File: config.mk
export PLATFORM = sky130hd
export DESIGN_NAME = obi_spi_bus_guard_flat
export DESIGN_NICKNAME = d
export VERILOG_FILES = /design/src/rtl/obi_spi_bus_guard_if.sv /design/src/rtl/obi_spi_bus_guard.sv /design/src/flat_wrapper.sv
export SDC_FILE = /design/constraint.sdc
export NUM_CORES = 1
export LEC_CHECK = 0
export CORE_UTILIZATION = 30
export DETAILED_ROUTE_END_ITERATION = 7
export HOLD_SLACK_MARGIN = 0.06
export PLACE_DENSITY = 0.66
export SYNTH_ARGS = -nofsm -noshare
export SYNTH_HDL_FRONTEND = slang
export SYNTH_SLANG_ARGS = --single-unit
File: constraint.sdc
create_clock -name obi_aclk -period 3.13 [get_ports obi_aclk]
set_input_delay 0.626 -clock obi_aclk [delete_from_list [all_inputs] [get_ports obi_aclk]]
set_output_delay 0.626 -clock obi_aclk [all_outputs]
set_load 0.02 [all_outputs]
File: src/rtl/obi_spi_bus_guard_if.sv
// obi_spi_bus_guard_if: OBI request/response bundle with master and slave views
interface obi_spi_bus_guard_if #(
   parameter int AW = 32,
   parameter int DW = 32
);
   logic          req;
   logic          gnt;
   logic [AW-1:0] addr;
   logic          we;
   logic [DW-1:0] wdata;
   logic [3:0]    be;
   logic          rvalid;
   logic [DW-1:0] rdata;
   modport master (output req, addr, we, wdata, be, input gnt, rvalid, rdata);
   modport slave (input req, addr, we, wdata, be, output gnt, rvalid, rdata);
endinterface

File: src/rtl/obi_spi_bus_guard.sv
// obi_spi_bus_guard: OBI register slice with outstanding limit and address-window guard
module obi_spi_bus_guard #(
   parameter int                          OBI_ADDR_WIDTH  = 32,
   parameter int                          OBI_DATA_WIDTH  = 32,
   parameter int                          MAX_OUTSTANDING = 2,
   parameter logic [OBI_ADDR_WIDTH-1:0]   WIN_BASE        = '0,
   parameter logic [OBI_ADDR_WIDTH-1:0]   WIN_SIZE        = '0,
   parameter logic [OBI_DATA_WIDTH-1:0]   ERR_RDATA       = 'hBADC_AB1E,
   localparam int                         OW              = $clog2(MAX_OUTSTANDING + 1)
) (
   input  logic                      obi_aclk,
   input  logic                      obi_aresetn,
   obi_spi_bus_guard_if.slave        s,
   obi_spi_bus_guard_if.master       m,
   output logic                      err_pulse,
   output logic [OBI_ADDR_WIDTH-1:0] err_addr,
   output logic [7:0]                err_count,
   output logic [OW-1:0]             outstanding
);
   logic          slot_full;
   logic          in_window;
   logic          accept;
   logic          fwd_accept;
   logic          blk_accept;
   logic          rsp_ok;
   logic [OW-1:0] fwd_cnt;

   // A blocked access is only admitted once everything ahead of it has responded, which keeps responses in order.
   assign in_window  = (WIN_SIZE == '0) || ((s.addr - WIN_BASE) < WIN_SIZE);
   assign s.gnt      = ~slot_full & (outstanding < OW'(MAX_OUTSTANDING)) & (in_window | (outstanding == '0));
   assign accept     = s.req & s.gnt;
   assign fwd_accept = accept & in_window;
   assign blk_accept = accept & ~in_window;
   assign rsp_ok     = m.rvalid & (fwd_cnt != '0);
   assign m.req      = slot_full;

   // Request slot: loads on an in-window accept, holds the fields until the bus grants.
   always_ff @(posedge obi_aclk or negedge obi_aresetn)
      if (!obi_aresetn) begin
         slot_full <= 1'b0;
         m.addr    <= '0;
         m.we      <= 1'b0;
         m.wdata   <= '0;
         m.be      <= '0;
      end else if (fwd_accept) begin
         slot_full <= 1'b1;
         m.addr    <= s.addr;
         m.we      <= s.we;
         m.wdata   <= s.wdata;
         m.be      <= s.be;
      end else if (m.gnt) begin
         slot_full <= 1'b0;
      end

   // Transaction counters: all accepted-but-unresponded, and the forwarded subset the bus still owes.
   always_ff @(posedge obi_aclk or negedge obi_aresetn)
      if (!obi_aresetn) begin
         outstanding <= '0;
         fwd_cnt     <= '0;
      end else begin
         outstanding <= outstanding + OW'(accept) - OW'(s.rvalid);
         fwd_cnt     <= fwd_cnt + OW'(fwd_accept) - OW'(rsp_ok);
      end

   // Response register: bus responses pass through one stage, blocked accesses answer locally with the error word.
   always_ff @(posedge obi_aclk or negedge obi_aresetn)
      if (!obi_aresetn) begin
         s.rvalid  <= 1'b0;
         s.rdata   <= '0;
         err_pulse <= 1'b0;
      end else begin
         s.rvalid  <= rsp_ok | blk_accept;
         err_pulse <= blk_accept;
         if (rsp_ok | blk_accept) s.rdata <= blk_accept ? ERR_RDATA : m.rdata;
      end

   // Error log: last blocked address and a saturating count of blocked accesses.
   always_ff @(posedge obi_aclk or negedge obi_aresetn)
      if (!obi_aresetn) begin
         err_addr  <= '0;
         err_count <= '0;
      end else if (blk_accept) begin
         err_addr  <= s.addr;
         err_count <= err_count + 8'(err_count != 8'hFF);
      end

   stray_rvalid: assert property (@(posedge obi_aclk) disable iff (!obi_aresetn) m.rvalid |-> fwd_cnt != '0)
      else $warning("stray m_rvalid ignored");
   max_outstanding: assert property (@(posedge obi_aclk) disable iff (!obi_aresetn) outstanding <= OW'(MAX_OUTSTANDING));
   rsp_has_txn: assert property (@(posedge obi_aclk) disable iff (!obi_aresetn) s.rvalid |-> outstanding != '0);
endmodule

File: src/flat_wrapper.sv
// flat-port wrapper written by rule: the top's interface ports become plain ports
module obi_spi_bus_guard_flat 
#(
   parameter int                          OBI_ADDR_WIDTH  = 32,
   parameter int                          OBI_DATA_WIDTH  = 32,
   parameter int                          MAX_OUTSTANDING = 2,
   parameter logic [OBI_ADDR_WIDTH-1:0]   WIN_BASE        = '0,
   parameter logic [OBI_ADDR_WIDTH-1:0]   WIN_SIZE        = '0,
   parameter logic [OBI_DATA_WIDTH-1:0]   ERR_RDATA       = 'hBADC_AB1E,
   localparam int                         OW              = $clog2(MAX_OUTSTANDING + 1)
)
  (obi_aclk, obi_aresetn, err_pulse, err_addr, err_count, outstanding, s_req, s_addr, s_we, s_wdata, s_be, s_gnt, s_rvalid, s_rdata, m_req, m_addr, m_we, m_wdata, m_be, m_gnt, m_rvalid, m_rdata);
  obi_spi_bus_guard_if #(.AW(32), .DW(32)) s_i ();
  obi_spi_bus_guard_if #(.AW(32), .DW(32)) m_i ();
  input  logic obi_aclk;
  input  logic obi_aresetn;
  output logic err_pulse;
  output logic [OBI_ADDR_WIDTH-1:0] err_addr;
  output logic [7:0] err_count;
  output logic [OW-1:0] outstanding;
  input wire logic [$bits(s_i.req)-1:0] s_req;
  input wire logic [$bits(s_i.addr)-1:0] s_addr;
  input wire logic [$bits(s_i.we)-1:0] s_we;
  input wire logic [$bits(s_i.wdata)-1:0] s_wdata;
  input wire logic [$bits(s_i.be)-1:0] s_be;
  output wire logic [$bits(s_i.gnt)-1:0] s_gnt;
  output wire logic [$bits(s_i.rvalid)-1:0] s_rvalid;
  output wire logic [$bits(s_i.rdata)-1:0] s_rdata;
  output wire logic [$bits(m_i.req)-1:0] m_req;
  output wire logic [$bits(m_i.addr)-1:0] m_addr;
  output wire logic [$bits(m_i.we)-1:0] m_we;
  output wire logic [$bits(m_i.wdata)-1:0] m_wdata;
  output wire logic [$bits(m_i.be)-1:0] m_be;
  input wire logic [$bits(m_i.gnt)-1:0] m_gnt;
  input wire logic [$bits(m_i.rvalid)-1:0] m_rvalid;
  input wire logic [$bits(m_i.rdata)-1:0] m_rdata;
  assign s_i.req = s_req;
  assign s_i.addr = s_addr;
  assign s_i.we = s_we;
  assign s_i.wdata = s_wdata;
  assign s_i.be = s_be;
  assign s_gnt = s_i.gnt;
  assign s_rvalid = s_i.rvalid;
  assign s_rdata = s_i.rdata;
  assign m_req = m_i.req;
  assign m_addr = m_i.addr;
  assign m_we = m_i.we;
  assign m_wdata = m_i.wdata;
  assign m_be = m_i.be;
  assign m_i.gnt = m_gnt;
  assign m_i.rvalid = m_rvalid;
  assign m_i.rdata = m_rdata;
  obi_spi_bus_guard #(.OBI_ADDR_WIDTH(OBI_ADDR_WIDTH), .OBI_DATA_WIDTH(OBI_DATA_WIDTH), .MAX_OUTSTANDING(MAX_OUTSTANDING), .WIN_BASE(WIN_BASE), .WIN_SIZE(WIN_SIZE), .ERR_RDATA(ERR_RDATA)) u_core (.obi_aclk(obi_aclk), .obi_aresetn(obi_aresetn), .s(s_i), .m(m_i), .err_pulse(err_pulse), .err_addr(err_addr), .err_count(err_count), .outstanding(outstanding));
endmodule
==> reports/summary.txt <==
Distinct cells, synth: 15
n_diodes: 0
synthesis-stage register bit count: 107
Combinational Power Share: 49.3%
CTS clk-pin slew, worst paths: 60 ps
r2r startpoint: u_core.fwd_cnt[1]
Final Total Pwr: 6.97 mW
Final Util: 48.5%
total grt overflow: 0
first-pass GRT wire length: 15.2 mm
Tightest Hold Check Type: flip-flop to flip-flop
sequential cell area: 2680 um2
WL per Instance: 14.2 um
max-cap viol count: 0
critical path endpoint category: output pin
vias in the first global route: 3030
Achievable Freq: 0.463 GHz
min cycle time layout: 2160 ps
CP Data Arrival Time: 1530 ps
WP data required: 2500 ps
Initial Util: 31.1%
Hold Crit Start: u_core.m.wdata[27]
leakage: 2.87 nW
gr usage total: 13.3%
Die Y: 123 um
TritonCTS clock tree: done
Max VDD drop: 0.564 mV
htree depth: 3
Seq pwr share: 34.7%
via density per instance: 4.16
RSZ-0062 raised after global routing: no
DR iter-0 viols: 52
dpl cell area: 6510 um2
Routed Antenna Nets: 0
initial antenna violation count: 0
synthesis-to-layout area growth: 56.3%
pin count of the biggest net entering global routing: 63
Cells after Synth: 278
CP startpoint: u_core.m.req
kind of critical path: flip-flop to output pin
WHS: 480 ps
PwrDens: 1020 nW/um2
worst slew pin tran: 1060 ps
TNS Setup: 0 ps
most frequent cells in the layout: clkdlybuf4s50_1 (210), dfrtp_1 (107), mux2_1 (60), mux2_2 (41), conb_1 (41)
I/O pin cnt: 253
Synth top area share: 61.4%
# DRC: 0
NetSw: 2.45 mW
die width: 123 um
HPWL Detailed: 7.35 mm
Synth warnings: 0
Worst slew margin: 29.3%
die footprint: 15000 um2
Resized Gates After CTS: 0
Root Driver: clkbuf_16
Mean Syn Cell Area: 15.7 um2
via count: 2827
core area: 14000 um2
drt total wl: 9.61 mm
final net count: 602
Non-Filler Instances: 679
multi-input logic area: 1430 um2
Place WS: 773 ps
status: completed
First-pass DRT Iterations: 2
sequential area share after synthesis: 61.4%
CTS buffer count: 9
Clock Tree Buf Depth: 2
largest cells by area after synthesis: dfrtp_1 (61%), mux2_1 (15%), mux2_2 (11%)
Std-Cell Rows: 43
final clock skew: 7.38 ps
P_int: 4.53 mW
fin. max-slew vios: 0
crit-path max FO: 4
Layout fillers: 1213
switching share of power: 35.1%
Worst Setup Start Kind: flip-flop
IO buf count: 211
share of cells above drive strength 1: 12.8%
worst skew pair latency: 340 ps
Worst Setup Slack, final: 970 ps
most common cell after layout, fill and taps aside: clkdlybuf4s50_1
Setup violations, final: 0
placed insts: 662
Syn Std Cell Area: 4360 um2
clock share of power: 16.0%
Final Hold Viols: 0
Sink Count: 107
cell accounting for the most synthesized area: dfrtp_1
Finished Cell Area: 6820 um2
final period utilization: 69.0%
GP Congestion: 0.655
[cell type report]
type,count,area share [%]
inverters,3,0.165
clock buffers,11,3.56
repair buffers,217,32.0
clock inverters,5,0.771
well taps,180,3.30
multi-input cells,156,20.9
flip-flops and latches,107,39.3
[final timing paths]
check | to | depth (start not counted) | slack, ps
min in group asynchronous | u_core.s.rdata[19] | 2 | 620
setup reg to reg | u_core.fwd_cnt[1] | 5 | 1100
hold / removal | u_core.m.wdata[27] | 1 | 480
setup / recovery | s_gnt | 2 | 970
hold reg to reg | u_core.m.wdata[27] | 1 | 480
max in group asynchronous | u_core.m.addr[15] | 3 | 1790
[flip-flops by register name, indices dropped and copies added, names as in the netlist]
| signal | count |
|---|---|
| u_core.s.rdata | 32 |
| u_core.s.rvalid | 1 |
| u_core.m.be | 4 |
| u_core.m.wdata | 32 |
| u_core.m.we | 1 |
| u_core.fwd_cnt | 2 |
| u_core.outstanding | 2 |
| u_core.m.addr | 32 |
| u_core.m.req | 1 |
[power by group through the flow]
stage | registers, mW | clock network, mW | logic, mW
3_5_place_dp | 2.46 | 0 | 3.49
6_report | 2.42 | 1.12 | 3.44
5_1_grt | 2.52 | 1.20 | 3.66
3_3_place_gp | 2.42 | 0 | 3.44
2_1_floorplan | 3.24 | 0 | 1.00
4_1_cts | 2.44 | 1.17 | 3.50
[critical path: stages, from the launching register on]
cell             delay [ps]
dfrtp_1                 460
nor2_1                  130
clkdlybuf4s50_1         610
[Yosys cell counts]
library cell,n
mux2_2,41
nor2b_1,1
mux2_1,60
a21o_1,1
nor2_1,2
conb_1,1
nor3b_2,1
buf_2,1
xnor2_1,6
dfrtp_1,107
o21ai_2,1
inv_1,3
buf_4,45
buf_6,6
ha_1,2
[cells by family after synthesis]
| logic type | Yosys count | share of synthesized area, % |
|---|---|---|
| DFF | 107 | 61.4 |
| xor gates and xnor gates | 6 | 1.21 |
| other | 1 | 0.0860 |
| AOI/OAI and AO/OA | 2 | 0.373 |
| adders and majority gates | 2 | 0.574 |
| and+or+nand+nor | 4 | 0.603 |
| buffers and inverters | 55 | 9.67 |
| muxes | 101 | 26.1 |
[timing repair]
item,4_1_cts,5_1_grt
buffers inserted,0,0
hold buffers,1,0
endpoints found under the hold margin,1,0
[routing by layer]
layer	vias to the layer above	track usage, %	share of wire (%)
li1	1292	-	-
met2	143	23.5	53
met4	0	5.03	1.4
met3	8	5.67	9.5
met1	1384	13.9	37
met5	-	0	0
Power figures use the tool's default switching activity.
